### src/rtl/daq_rdclk_burst.sv
// Programmable read-clock burst generator: emits N read-clock pulses with run-time
// high/low phase lengths, reports progress and completion, and can free-run.
module daq_rdclk_burst #(
  parameter int CNT_W   = 8,
  parameter int BURST_W = 8
) (
  input  logic               clk_i,
  input  logic               reset_i,
  input  logic               start_i,
  input  logic               abort_i,
  input  logic               free_run_i,
  input  logic [CNT_W-1:0]   high_cnt_i,
  input  logic [CNT_W-1:0]   low_cnt_i,
  input  logic [BURST_W-1:0] burst_len_i,
  input  logic               en_i,
  output logic               clk_o,
  output logic               clk_en_o,
  output logic               edge_o,
  output logic               busy_o,
  output logic               done_o,
  output logic [BURST_W-1:0] pulse_cnt_o
);

  typedef enum logic [1:0] {
    S_IDLE = 2'd0,
    S_HIGH = 2'd1,
    S_LOW  = 2'd2
  } state_t;

  localparam logic [CNT_W-1:0]   CNT_ZERO   = {CNT_W{1'b0}};
  localparam logic [CNT_W-1:0]   CNT_ONE    = {{(CNT_W-1){1'b0}}, 1'b1};
  localparam logic [BURST_W-1:0] BURST_ZERO = {BURST_W{1'b0}};
  localparam logic [BURST_W-1:0] BURST_ONE  = {{(BURST_W-1){1'b0}}, 1'b1};

  // The phase counter holds cycles remaining minus one; a zero length behaves as one.
  function automatic logic [CNT_W-1:0] phase_load(input logic [CNT_W-1:0] cnt);
    phase_load = (cnt == CNT_ZERO) ? CNT_ZERO : (cnt - CNT_ONE);
  endfunction

  state_t               state_q, state_d;
  logic [CNT_W-1:0]     phase_q, phase_d;
  logic [CNT_W-1:0]     hi_q, hi_d;
  logic [CNT_W-1:0]     lo_q, lo_d;
  logic [BURST_W-1:0]   burst_q, burst_d;
  logic                 free_q, free_d;
  logic [BURST_W-1:0]   pulse_cnt_q, pulse_cnt_d;
  logic                 clk_q, clk_d;
  logic                 edge_q, edge_d;
  logic                 busy_q, busy_d;
  logic                 done_q, done_d;
  logic                 finish_s;
  logic                 repeat_s;

  always_ff @(posedge clk_i or posedge reset_i) begin
    if (reset_i) begin
      state_q     <= S_IDLE;
      phase_q     <= CNT_ZERO;
      hi_q        <= CNT_ZERO;
      lo_q        <= CNT_ZERO;
      burst_q     <= BURST_ZERO;
      free_q      <= 1'b0;
      pulse_cnt_q <= BURST_ZERO;
      clk_q       <= 1'b0;
      edge_q      <= 1'b0;
      busy_q      <= 1'b0;
      done_q      <= 1'b0;
    end else begin
      state_q     <= state_d;
      phase_q     <= phase_d;
      hi_q        <= hi_d;
      lo_q        <= lo_d;
      burst_q     <= burst_d;
      free_q      <= free_d;
      pulse_cnt_q <= pulse_cnt_d;
      clk_q       <= clk_d;
      edge_q      <= edge_d;
      busy_q      <= busy_d;
      done_q      <= done_d;
    end
  end

  // Free-run follows the live input at each period boundary; burst mode uses the latched length.
  assign repeat_s = free_q ? free_run_i : (pulse_cnt_q < burst_q);

  always_comb begin
    state_d     = state_q;
    phase_d     = phase_q;
    hi_d        = hi_q;
    lo_d        = lo_q;
    burst_d     = burst_q;
    free_d      = free_q;
    pulse_cnt_d = pulse_cnt_q;
    finish_s    = 1'b0;
    if (abort_i) begin
      state_d = S_IDLE;
      phase_d = CNT_ZERO;
    end else begin
      case (state_q)
        S_IDLE: begin
          if (start_i) begin
            hi_d        = high_cnt_i;
            lo_d        = low_cnt_i;
            burst_d     = burst_len_i;
            free_d      = free_run_i;
            pulse_cnt_d = BURST_ZERO;
            if (!free_run_i && (burst_len_i == BURST_ZERO)) begin
              state_d  = S_IDLE;
              finish_s = 1'b1;
            end else begin
              state_d = S_HIGH;
              phase_d = phase_load(high_cnt_i);
            end
          end else begin
            state_d = S_IDLE;
          end
        end
        S_HIGH: begin
          if (phase_q == CNT_ZERO) begin
            state_d     = S_LOW;
            phase_d     = phase_load(lo_q);
            pulse_cnt_d = pulse_cnt_q + BURST_ONE;
          end else begin
            phase_d = phase_q - CNT_ONE;
          end
        end
        S_LOW: begin
          if (phase_q == CNT_ZERO) begin
            if (repeat_s) begin
              state_d = S_HIGH;
              phase_d = phase_load(hi_q);
            end else begin
              state_d  = S_IDLE;
              finish_s = 1'b1;
            end
          end else begin
            phase_d = phase_q - CNT_ONE;
          end
        end
        default: begin
          state_d = S_IDLE;
          phase_d = CNT_ZERO;
        end
      endcase
    end
  end

  // Registered outputs are decoded from the next state so they align with it.
  always_comb begin
    clk_d  = (state_d == S_HIGH);
    edge_d = (state_d == S_HIGH) && (state_q != S_HIGH);
    busy_d = (state_d != S_IDLE);
    done_d = finish_s;
  end

  assign clk_o       = clk_q;
  assign edge_o      = edge_q;
  assign busy_o      = busy_q;
  assign done_o      = done_q;
  assign pulse_cnt_o = pulse_cnt_q;
  assign clk_en_o    = en_i ? clk_q : 1'b1;

endmodule

### config.mk
export PLATFORM = sky130hd
export DESIGN_NAME = daq_rdclk_burst
export DESIGN_NICKNAME = d
export VERILOG_FILES = /design/src/rtl/daq_rdclk_burst.sv
export SDC_FILE = /design/constraint.sdc
export NUM_CORES = 1
export LEC_CHECK = 0
export BUFFER_PORTS_ARGS = -buffer_cell sky130_fd_sc_hd__buf_2
export CORE_ASPECT_RATIO = 0.6
export CORE_MARGIN = 2
export CORE_UTILIZATION = 52
export DETAILED_ROUTE_END_ITERATION = 8
export HOLD_SLACK_MARGIN = 0.02
export PLACE_DENSITY = 0.76
export SYNTH_ARGS = -nofsm -noshare
export SYNTH_HDL_FRONTEND = slang
export SYNTH_SLANG_ARGS = --single-unit
### constraint.sdc
create_clock -name clk_i -period 1.9 [get_ports clk_i]
set_input_delay 0.19 -clock clk_i [delete_from_list [all_inputs] [get_ports clk_i]]
set_output_delay 0.19 -clock clk_i [all_outputs]
set_load 0.1 [all_outputs]
# Word level (Yosys, flattened, before mapping)
# Index checks and enable logic that the tools add are counted.
# classes
addsub,5
n_lt_le_gt_ge,1
n_eq_ne,9
reduce_logical,14
n_mux,28
bitwise,1
# ops
cell,count
2-to-1 mux 8 bit,11
zero test 8 bit,5
"subtractor 8 x 1 -> 8 bit, second input constant",4
one-hot mux 8 bit (3 select lines),1
one-hot mux 8 bit (2 select lines),1
2-to-1 mux 1 bit,9
"adder 8 x 1 -> 8 bit, second input constant",1
< comparator 8 bit,1
2-to-1 mux 2 bit,4
"!= test 3 bit, second input constant",2
one-hot mux 2 bit (3 select lines),1
AND reduction 3 bit,2
"equality test 2 x 1 -> 1 bit, second input constant",2
"!= test 2 bit, second input constant",2
"!= test 4 bit, second input constant",1
AND reduction 4 bit,1
nonzero test 2 bit,2
"equality test 2 bit, second input constant",1
logical AND 1 bit,2
zero test 2 bit,1
"!= test 2 x 1 -> 1 bit, second input constant",1
one-hot mux 1 bit (2 select lines),1
zero test 1 bit,1
inverter 1 bit,1
# word_totals
output_inout_bits,13
input_bits,30
register_bits,47
elab_cells,69

# Logic depth before layout (Yosys ltp)
# depth
ltp_word,8
ltp_mapped,10
mapped_depth_nobuf,8

# Least setup slack after synthesis
# OpenSTA, ideal clock, no wires.
# synth_path
path_kind,flip-flop to flip-flop
start,reg pulse_cnt_q[6] (netlist: pulse_cnt_o[6])
end,reg phase_q[4]
setup_ns,0.121
slack_ns,-0.714
path_stages_with_launch,9
t_arrival_ns,2.493
required_ns,1.779
synth_period_minus_slack_ns,2.614
cell_sequence,dfrtp_1 > ha_1 > and3_1 > o2111a_1 > a22oi_1 > o31a_1 > buf_6 > o31ai_4 > a22o_1
# synth_via
elab_chain_len,4
# synth_rtl
element,line_no,source
start: declaration,46,"logic [BURST_W-1:0] pulse_cnt_q, pulse_cnt_d;"
start signal: assignment,74,pulse_cnt_q <= pulse_cnt_d;
< comparator 8 bit,83,assign repeat_s = free_q ? free_run_i : (pulse_cnt_q < burst_q);
2-to-1 mux 1 bit,83,
!= test 4 bit (no line),--,
AND reduction 3 bit (no line),--,
end signal: assignment,69,phase_q <= phase_d;
end: declaration,41,"logic [CNT_W-1:0] phase_q, phase_d;"
# Every way passes these cells.
# A chain may end at the register's enable or synchronous reset.

# Worst setup path after layout
# layout_path
start,reg pulse_cnt_q[5] (netlist: pulse_cnt_o[5])
end,reg phase_q[6]
# The elaborated chain is that of the path after synthesis.

==> out/metrics.csv <==
stage,metric,value,unit
status,outcome,finished with violations,
status,violations,setup timing,
yosys,yosysTopAreaCellShare,0.389,
setup_path,path_class,reg -> reg,
yosys,syn_inst,332,
timing,hold_slack,0.0989,ns
pwr,power_density,955,nW/um^2
yosys,synth_nets,375,
cells_and_area,fin_cells,510,
setup_path,crit_fanout,8,
pwr,p_sw,0.00154,W
cells_and_area,final_cell_area,4170,sq um
setup_path,cp.depth,9,
cts,cts_root_buf,clkbuf_8,
setup_path,rr_worst_depth,9,
placement,io_buffers,42,
detailed_routing,vias,2939,
job,cap_violations,0,
global_route,grt_max_degree,33,
cts,cts_buffers,5,
die,die_area,6460,sq um
yosys,netlist_area,3020,sq um
yosys,synth_edf_count,0,
cells_and_area,drive_gt1_frac,0.430,
yosys,yosys.area.top_type,dfrtp_1,
pwr,seqPwrFrac,0.348,
yosys,synth_commonest_cells,"47 x dfrtp_1, 33 x nand2_1, 27 x nor2_1",
global_route,grt.total_usage,0.282,
placement,place_inst,490,
die,coreArea,5600,sq um
setup_path,rr_startpoint,pulse_cnt_o[5],
detailed_routing,dr.pass1.iters,5,
yosys,synth-async-reset-ratio,1.00,
pwr,power.internal,0.00244,W
cts,cts_tree,yes,
yosys,synthFlopType,dfrtp_1,
setup_path,start_kind,register,
timing,skew,0.0107,ns
cells_and_area,fillers,371,
detailed_routing,ant_nets,0,
timing,fin_crit,2.04,ns
die,num_io_pins,43,
cells_and_area,nets,472,
pwr,clockPowerShare,0.185,
yosys,synthDistinctLibCells,55,
die,initial_core_util,0.540,
detailed_routing,drc,0,
placement,post_dp_cell_area,3750,sq um
cells_and_area,diodes,0,
placement,dpl.hpwl,6330,microns
setup_path,crit_end,phase_q[6],
worst_hold_path,min_path_type,in -> reg,
cts,clk_pin_slew,0.09,ns
yosys,synth-seq-cells,47,
die,core.rowCount,21,
timing,fin_crit_sh,1.07,
die,dieHeight,63.0,microns
cts,htreeDepth,2,
timing,report.final.hold_viol_count,0,
timing,setup_ws,-0.142,ns
pwr,combinationalPowerShare,0.468,
timing,fin_setup_tns,-0.967,ns
detailed_routing,avgViaCountPerCell,5.76,
setup_path,cp.required,2.12,ns
pwr,total_power,0.00398,W
global_route,antenna_found_initial,0,
yosys,synth_warnings,0,
setup_path,crit_path_max_incr_delay,0.51,ns
yosys,ys_seq_area_frac,0.389,
cts,cts.sinks,47,
timing,worstMarginPinSlew,0.479,ns
setup_path,crit_path_frequent_cell,buf_4,
detailed_routing,wl,8730,microns
setup_path,startpoint,pulse_cnt_o[5],
setup_path,path_cells,"ha_4, and3_4, o2111a_1, a22oi_2, buf_4, o21ai_1, buf_4, nand3b_1, o31ai_2",
yosys,synthTopCellsByArea,"dfrtp_1 39%, ha_1 5.4%, mux2_2 5.2%",
setup_path,end_kind,register,
cells_and_area,area_delta_synth_final,38.0,%
global_route,grt_pass1_wl,14000,microns
yosys,synth.most_common_cell,dfrtp_1,
timing,finalSetupViolations,11,
cts,cts_buffer_depth,2,
detailed_routing,post_drt_wl_per_cell,17.1,microns
pwr,ir_drop,0.584,mV
setup_path,cp_slowest_cell,dfrtp_4,
setup_path,cp.arrival,2.26,ns
timing,slew-limit-headroom,0.680,
global_route,grt_overflow,0,
detailed_routing,initialDrtViolationCount,377,
yosys,synth.avg_cell_area,9.10,sq um
die,die-width,102,microns
timing,rsz0062_at_grt,yes,
setup_path,ff2ff_setup_slack,-0.14,ns
placement,gp_congestion,0.886,
global_route,grt_pass1_vias,2854,
cts,clk_latency,0.31,ns
timing,max_freq,490,MHz
pwr,leakagePower,1.83,nW
pwr,sw_frac_of_total,0.387,
timing,slew_violations,0,
setup_path,path_buf_inv,2,
setup_path,regToRegEndpoint,phase_q[6],
setup_path,path_delay_family,flip-flops,
-- placed cells by master, fill, tap and decap left out, types with 5 or more instances in the layout --
master,netlist,layout
a31oi_1,6,5
nor2_1,27,24
a21oi_1,18,14
xor2_1,11,11
o21ai_1,2,8
nand2_1,33,32
o21ai_0,24,16
clkbuf_8,0,5
ha_4,0,5
buf_2,5,42
nor3_1,10,10
nor2b_1,6,6
inv_1,20,14
nand4_1,5,5
mux2_2,14,14
dfrtp_1,47,38
ha_1,13,5
inv_2,0,6
buf_4,2,53
dfrtp_4,0,6
-- metrics by stage --
stage | util | setup WS (ns)
after CTS | 0.713 | -0.121
after detailed placement | 0.670 | -0.160
after global placement | 0.670 | -0.105
final | 0.745 | -0.142
after global routing | 0.745 | -0.210
after floorplan | - | -0.127
-- cell families (layout without fill, tap and decap cells) --
logic type / Yosys count / after routing / share of synthesized area
compound gates: 87 / 88 / 0.192
simple gates: 120 / 120 / 0.209
fa+ha+maj: 13 / 13 / 0.0538
xor+xnor: 15 / 15 / 0.0435
mux: 18 / 18 / 0.0654
buf+inv: 32 / 129 / 0.0468
flops: 47 / 47 / 0.389
-- layer usage --
layer,vias up,wire length [microns],track usage
met5,-,0,0
met1,1379,4100,0.446
li1,1401,-,-
met3,14,773,0.0649
met4,0,104,0.0617
met2,145,3750,0.388
-- worst min path at each step --
| stage | from | end | slack, ns | cells after the start |
|---|---|---|---|---|
| floorplan | burst_len_i[1] | burst_q[1] | 0.31 | 2 |
| global placement | reset_i | burst_q[2] | 0.22 | 2 |
| detailed placement | reset_i | burst_q[4] | 0.23 | 2 |
| CTS | low_cnt_i[1] | lo_q[1] | 0.09 | 3 |
| global route | low_cnt_i[1] | lo_q[1] | 0.09 | 3 |
| finish | low_cnt_i[0] | lo_q[0] | 0.1 | 3 |
-- power groups by stage --
stage	clock, W	combinational [W]	sequential (W)
2_1_floorplan	0	0.000859	0.00145
3_3_place_gp	0	0.00148	0.00136
3_5_place_dp	0	0.00152	0.00137
4_1_cts	0.000747	0.00165	0.00137
5_1_grt	0.000793	0.00200	0.00141
6_report	0.000735	0.00186	0.00138
-- area by class of cell --
cell class | instances | area, sq um | area share
clock buffer | 7 | 76.3 | 0.0183
clock inverter | 1 | 30.0 | 0.00720
inverter | 20 | 75.1 | 0.0180
multi-input combinational | 254 | 1990 | 0.478
sequential | 47 | 1200 | 0.288
tap | 80 | 100 | 0.0240
timing repair buffer | 101 | 692 | 0.166
-- state kept, by name, indices dropped and copies added (netlist names), 2 cells and up --
| name | cells |
|---|---|
| burst_q | 8 |
| hi_q | 8 |
| lo_q | 8 |
| phase_q | 8 |
| pulse_cnt_o | 8 |
| state_q | 2 |
-- tightest hold or removal path, cell delays in order --
cell     delay (ns)
buf_2          0.08
nand2_1        0.04
o21ai_0        0.06
-- what timing repair did --
| item | in CTS | in global routing |
|---|---|---|
| pin swaps | 18 | 20 |
| endpoints found under the setup margin | 11 | 33 |
| gates resized for setup | 24 | 34 |
| hold endpoints to repair | 20 | 0 |
| gates cloned | 1 | 0 |
| buffers inserted | 5 | 5 |
| hold buffers | 1 | 0 |
Power figures use the tool's default switching activity.
